==> src/rtl/mem_stage.sv <==
// ---------------------------------------------------------------------------
// mem_stage
//   Memory-access stage of a simple pipelined datapath. It holds a word-wide
//   data memory that is indexed by the ALU byte address, and it latches the
//   write-back bundle once per cycle with no stall. It also resolves the
//   branch decision combinationally.
//
// Parameters
//   NB_ADDR      register-file address width
//   NB_DATA      datapath width (default 2**NB_ADDR)
//   NB_MEM_ADDR  data-memory word-address width (depth 2**NB_MEM_ADDR)
//
// Ports
//   i_clock, i_reset            clock (rising edge), async active-high reset
//   i_data_mem_wr_enb/_rd_enb   store / load request
//   i_is_branch_instruction,
//   i_alu_zero, i_branch_addr   branch resolution inputs
//   i_alu_result                byte address or ALU value
//   i_rf_rt_data                store data
//   i_rf_wr_enb, i_rf_wr_data_src, i_rf_wr_addr  write-back control
//   o_pc_src, o_branch_addr     branch taken / target (combinational)
//   o_*_ltchd                   registered write-back bundle
//   o_mem_misalign              sticky misaligned-access flag
//   i_dbg_mem_addr, o_dbg_mem_data  debug memory peek
//
// Build option
//   MEM_STAGE_DEBUG_PORT_EN  when defined, o_dbg_mem_data = mem[i_dbg_mem_addr]
//                            (combinational). When it is undefined, the output
//                            is tied to 0.
// ---------------------------------------------------------------------------
module mem_stage #(
    parameter int NB_ADDR     = 5,
    parameter int NB_DATA     = 2**NB_ADDR,
    parameter int NB_MEM_ADDR = 6
) (
    input  logic                   i_clock,
    input  logic                   i_reset,
    input  logic                   i_data_mem_wr_enb,
    input  logic                   i_data_mem_rd_enb,
    input  logic                   i_is_branch_instruction,
    input  logic [NB_DATA-1:0]     i_alu_result,
    input  logic                   i_alu_zero,
    input  logic [NB_DATA-1:0]     i_branch_addr,
    input  logic [NB_DATA-1:0]     i_rf_rt_data,
    input  logic                   i_rf_wr_enb,
    input  logic                   i_rf_wr_data_src,
    input  logic [NB_ADDR-1:0]     i_rf_wr_addr,
    output logic                   o_pc_src,
    output logic [NB_DATA-1:0]     o_branch_addr,
    output logic [NB_DATA-1:0]     o_mem_rd_data_ltchd,
    output logic [NB_DATA-1:0]     o_alu_result_ltchd,
    output logic                   o_rf_wr_enb_ltchd,
    output logic                   o_rf_wr_data_src_ltchd,
    output logic [NB_ADDR-1:0]     o_rf_wr_addr_ltchd,
    output logic                   o_mem_misalign,
    input  logic [NB_MEM_ADDR-1:0] i_dbg_mem_addr,
    output logic [NB_DATA-1:0]     o_dbg_mem_data
);

    localparam int DEPTH = 2**NB_MEM_ADDR;

    logic [NB_DATA-1:0]     mem [DEPTH];
    logic [NB_MEM_ADDR-1:0] word_idx;
    logic                   misaligned;
    logic                   wr_ok;
    logic                   rd_ok;

    // The byte address is turned into a word index. Upper bits are dropped, so
    // the address wraps modulo the memory depth.
    assign word_idx   = i_alu_result[NB_MEM_ADDR+1:2];
    assign misaligned = (i_alu_result[1:0] != 2'b00) &&
                        (i_data_mem_wr_enb || i_data_mem_rd_enb);
    assign wr_ok      = i_data_mem_wr_enb && !misaligned;
    assign rd_ok      = i_data_mem_rd_enb && !misaligned;

    assign o_pc_src      = i_is_branch_instruction && i_alu_zero;
    assign o_branch_addr = i_branch_addr;

    // The storage is never cleared. Writes are blocked while reset is high, so
    // an access that overlaps a reset pulse is dropped.
    always_ff @(posedge i_clock) begin
        if (!i_reset && wr_ok) begin
            mem[word_idx] <= i_rf_rt_data;
        end
    end

    // The read samples mem before this edge's write commits, which gives
    // read-before-write behaviour when a load and a store hit the same word.
    always_ff @(posedge i_clock or posedge i_reset) begin
        if (i_reset) begin
            o_mem_rd_data_ltchd    <= '0;
            o_alu_result_ltchd     <= '0;
            o_rf_wr_enb_ltchd      <= 1'b0;
            o_rf_wr_data_src_ltchd <= 1'b0;
            o_rf_wr_addr_ltchd     <= '0;
            o_mem_misalign         <= 1'b0;
        end else begin
            o_mem_rd_data_ltchd    <= rd_ok ? mem[word_idx] : '0;
            o_alu_result_ltchd     <= i_alu_result;
            o_rf_wr_enb_ltchd      <= i_rf_wr_enb;
            o_rf_wr_data_src_ltchd <= i_rf_wr_data_src;
            o_rf_wr_addr_ltchd     <= i_rf_wr_addr;
            if (misaligned) begin
                o_mem_misalign <= 1'b1;
            end
        end
    end

`ifdef MEM_STAGE_DEBUG_PORT_EN
    assign o_dbg_mem_data = mem[i_dbg_mem_addr];
`else
    logic unused_dbg_addr;
    assign unused_dbg_addr = ^i_dbg_mem_addr;
    assign o_dbg_mem_data  = '0;
`endif

endmodule

==> config.mk <==
export PLATFORM = sky130hd
export DESIGN_NAME = mem_stage
export DESIGN_NICKNAME = d
export VERILOG_FILES = /design/src/rtl/mem_stage.sv
export SDC_FILE = /design/constraint.sdc
export NUM_CORES = 2
export LEC_CHECK = 0
export ABC_AREA = 1
export CORE_UTILIZATION = 40
export CTS_CLUSTER_SIZE = 40
export DETAILED_ROUTE_END_ITERATION = 10
export DONT_BUFFER_PORTS = 1
export PLACE_DENSITY_LB_ADDON = 0.25
export SYNTH_ARGS = -nofsm -noshare
export SYNTH_HDL_FRONTEND = slang
export SYNTH_SLANG_ARGS = --single-unit
export TNS_END_PERCENT = 20
==> constraint.sdc <==
create_clock -name i_clock -period 5.7 [get_ports i_clock]
set_input_delay 0.57 -clock i_clock [delete_from_list [all_inputs] [get_ports i_clock]]
set_output_delay 0.57 -clock i_clock [all_outputs]
set_load 0.005 [all_outputs]
* Yosys cells after proc, flatten, opt, wreduce, memory -nomap -nowiden
Memories as Yosys holds them, arrays and structs flattened. Index checks and enable logic that the tools add are counted.
Word-level totals: output and inout bits 137, memories 1, memory bits (writable) 2048, flip-flop bits (word level) 72
Memory list:
- mem | words 64, width 32, read ports 1, clocked after memory_dff 0, wr ports 1, RTL line 62 | logic [NB_DATA-1:0] mem [DEPTH];
Operators by class: mux-type cells 3, reductions and logical operators 9
Operator list (number):
- 2-to-1 mux 32 bit | 1
- logical AND 1 bit | 5
- zero test 1 bit | 2
- 2-to-1 mux 1 bit | 2
- nonzero test 2 bit | 1
- logical OR 1 bit | 1

* Depth between registers and ports, before layout
depth after elaboration 7, gate-level depth with buffers 15

* Worst setup path before layout
OpenSTA, ideal clock, no wires.
path kind input to register, start point input port i_alu_result[3], end point memory mem[12][0] (netlist bit) (enable), required time 5.279 ns, buffers on the path 3, stages on the path 6, arrival 2.898 ns, setup time 0.421 ns, slack 2.381 ns, cell sequence clkbuf_2 > buf_2 > buf_2 > nor2_1 > nand3_1 > nor2_1
RTL lines:
- from (decl) | RTL line 41 | input logic [NB_DATA-1:0] i_alu_result,
- to (decl) | RTL line 62
No word-level cell before the write port.

* Worst setup path after layout
start point input port i_alu_result[2], end point register o_mem_rd_data_ltchd[21]
On the way: word-level cells in the longest chain between the ends 2
Ends and longest elaborated chain:
- memory (64 x 32 bit)
- 2-to-1 mux 32 bit | RTL line 98 | o_mem_rd_data_ltchd <= rd_ok ? mem[word_idx] : '0;
- to (signal assigned) | RTL line 98
- to (decl) | RTL line 50 | output logic [NB_DATA-1:0] o_mem_rd_data_ltchd,
Every way passes these cells. A chain may end at the register's enable or synchronous reset.

==> summary.txt <==
Critical path
  • Crit-path max FO: between 200 and 250
  • Arrival @ worst endpoint: a little under 5 ns
  • Type of element capturing the critical path: flip-flop
  • Kind of critical path: input pin to flip-flop
  • Number of cell instances on the worst register-to-register path: 10
  • Crit Reg-Reg Endpoint: o_mem_rd_data_ltchd[21]$_DFF_PP0_
  • Register-to-register setup slack: about 3.7 ns
  • Crit start category: input pin
  • Crit Reg-Reg Startpoint: mem[23][21]$_DFFE_PP_
  • Critical Path RT: about 6.4 ns

Power and ir drop
  • Total power per unit cell area: about 330 nW/µm²
  • Maximum vdd drop: ~0.32 mV
  • Total power: approximately 33000 µW
  • Reported leakage power: 0.0409 µW

Global route
  • First-pass GRT wire length: roughly 370000 µm
  • Antenna violations before repair: 10
  • Maximum number of pins on one net before global-route repair: between 1000 and 1500
  • Grt ovf: 0
  • Number of global-route vias before repair: between 50000 and 60000
  • Overall global routing resource usage: between 20 and 25%

Clock network
  • Post-cts sizing count: 0
  • Clock tree from TritonCTS: done
  • Num Clock Sinks: approximately 2100
  • Clk Latency, worst-skew pair: approximately 0.9 ns
  • Clock-pin slew on the worst setup and hold paths: 0.06 ns
  • Maximum buffer depth of the clock tree: 3
  • Cell at the root of the clock tree: clkbuf_16
  • Number of buffers added by the clock tree synthesis step: approximately 220
  • Number of H-tree levels: 4

Finish
  • Final nets: ~8600
  • Most common cell after layout, fill and taps aside: nand2_1
  • Non-filler instance count after layout: 11631
  • Share of cells above drive strength 1: under 10%
  • Top library cells by usage in the layout, fill and taps aside: 5700 x nand2_1, 2048 x edfxtp_1, 218 x clkbuf_16
  • Fraction of the core area covered by cells at the end of the flow: between 40% and 50%
  • Filler cells: about 20000
  • Summed area of non-filler cells in the final layout: around 99000 µm²
  • Area growth from synthesis to layout: 12.4%

Synth
  • Dominant synthesized flop cell: edfxtp_1
  • Yosys warning total: 0
  • Share of Yosys cell area claimed by the top area cell type: between 60% and 70%
  • Leading cell types by total area after synthesis: edfxtp_1 70%, nand2_1 24%, dfrtp_1 2.0%
  • Count of mapped cells out of synthesis: 8549
  • Fraction of registers with async set/reset: under 10%
  • Synthesized area per cell: ~10 µm²
  • Post-synthesis cell type with the largest combined area: edfxtp_1
  • Synth cell types: 24
  • Sequential share of the synthesized area: 71.6%
  • Post-synthesis cell area: between 80000 and 90000 µm²
  • Number of enable-type register cells in the synthesized netlist: about 2000
  • Number of flip-flops and latches in the synthesized netlist: between 2000 and 2500

STA
  • Setup violation total in the final timing report: 0
  • Clock period minus final worst setup slack: 4.18 ns
  • Number of endpoints with negative hold slack in the final report: 0
  • Final Max Tran Viols: between 300 and 400
  • Share of the clock period used by the worst path: about three quarters
  • Setup repair after global routing missed its margin: false
  • Setup TNS: 0 ns
  • Worst clock skew: between 0.1 and 0.15 ns
  • Max transition margin: -33.0%
  • Actual slew at the worst max-slew pin: between 1.5 and 2 ns
  • Fmax achieved: roughly 240 MHz

Floorplan
  • Number of rows created at floorplan: 172
  • Placeable core region: ~220000 µm²
  • Die Height: around 470 µm
  • Starting utilization of the core area: 40.2%
  • Horizontal extent of the die: 472 µm
  • Overall die area: approximately 220000 µm²
  • # IOs: 252

Detailed routing
  • Number of DRC violations after detailed-routing iteration 0: about 6000
  • Routed Wire Length: about 250000 µm
  • Remaining design rule violation count: 0
  • Vias per inst: between 4 and 5
  • Remaining number of nets flagged by the antenna check after routing: 0
  • Drt first pass iters: 6
  • Wire per inst: roughly 22 µm
  • Vias: between 50000 and 60000

Place
  • Placed standard-cell area: ~91000 µm²
  • Number of buffers inserted by port buffering: 0
  • Number of placed cells counting well taps: 11153
  • RePlAce Congestion: roughly 0.83
  • Detailed-placement wirelength estimate: ~130000 µm

Worst hold path
  • Startpoint of the most critical hold path: i_rf_rt_data[2]
  • Hold Path Depth: 1
  • Destination of the worst hold path: mem[46][2]$_DFFE_PP_
  • Path type of the worst min-delay path: input pin to flip-flop

Run status
  • Failing checks: max-slew violations
  • Result of the run: finished, violations left

Run
  • Maximum Capacitance Violations: 0
metrics by stage:
step                      worst slack (ns)  hold slack, ns
after floorplan                       2.38           0.458
after CTS                             2.72          0.0134
after detailed placement              1.79           0.373
final                                 1.52          0.0638
after global placement                1.89           0.365
after global routing                  1.51          0.0669
layout make-up:
class | instances | area [µm²] | area share [%]
antenna | 8 | 20.0 | 0.0202
multi-input combinational | 5943 | 23000 | 23.1
inverter | 30 | 146 | 0.147
clock inverter | 118 | 1180 | 1.19
timing repair buffer | 180 | 2290 | 2.30
tap | 2958 | 3700 | 3.73
clock buffer | 274 | 5730 | 5.76
sequential | 2120 | 63300 | 63.7
how the worst max path moves through the flow:
stage,start,end,slack (ns),cells past startpoint
floorplan,i_alu_result[3],mem[12][0]$_DFFE_PP_,2.38,6
global placement,i_alu_result[4],mem[37][23]$_DFFE_PP_,1.89,6
detailed placement,i_alu_result[3],o_mem_rd_data_ltchd[21]$_DFF_PP0_,1.79,11
CTS,i_alu_result[1],mem[37][23]$_DFFE_PP_,2.72,9
global route,i_alu_result[2],o_mem_rd_data_ltchd[21]$_DFF_PP0_,1.51,14
finish,i_alu_result[2],o_mem_rd_data_ltchd[21]$_DFF_PP0_,1.52,14
metal layers:
metal / up-vias / global-route usage, % / routed length (µm)
met2: 2054 / 35.7 / 118000
met1: 28056 / 31.0 / 108000
met4: 0 / 9.22 / 10500
met5: - / 0 / 0
li1: 27426 / - / -
met3: 379 / 3.16 / 17900
worst max-delay path: stages:
cell,delay (ns)
buf_16,0.57
buf_16,0.60
inv_16,0.28
buf_4,0.55
nand2_1,0.14
nand2_1,0.06
nand2_1,0.06
nand2_1,0.06
nand2_1,0.06
nand2_1,0.14
nand2_1,0.09
nand2_1,0.15
nor2_1,0.52
a21oi_1,0.25
report_power, final:
part	switching (µW)	internal, µW	total [µW]
clock	6070	7750	13800
sequential	38.4	17100	17200
combinational	1340	459	1800
what timing repair did:
| item | CTS | global route |
|---|---|---|
| endpoints found under the hold margin | 2101 | 0 |
| setup buffers | 0 | 0 |
| hold buffers | 74 | 0 |
flip-flops by register name (all words and copies together) (netlist names):
signal                  count
o_mem_misalign              1
o_alu_result_ltchd         32
o_rf_wr_addr_ltchd          5
o_mem_rd_data_ltchd        32
mem                      2048
o_rf_wr_enb_ltchd           1
o_rf_wr_data_src_ltchd      1
cell families after synthesis:
kind of cell | Yosys count | share of synthesized area [%]
DFF | 2120 | 71.6
other | 1 | 0.00424
AOI/OAI and AO/OA | 49 | 0.299
buffers and inverters | 517 | 3.14
and+or+nand+nor | 5862 | 25.0
cells in the mapped netlist (2+ instances only):
cell / count
clkbuf_1: 110
buf_2: 209
buf_4: 115
o211ai_1: 7
nand3_1: 11
inv_2: 3
inv_1: 26
nor2_1: 140
buf_1: 34
nand2_1: 5700
or2_2: 2
a21oi_1: 32
buf_6: 18
dfrtp_1: 72
o21ai_0: 4
edfxtp_1: 2048
o21ai_1: 5
nor3_2: 7
Note: power is estimated with default switching activity, not from simulation.
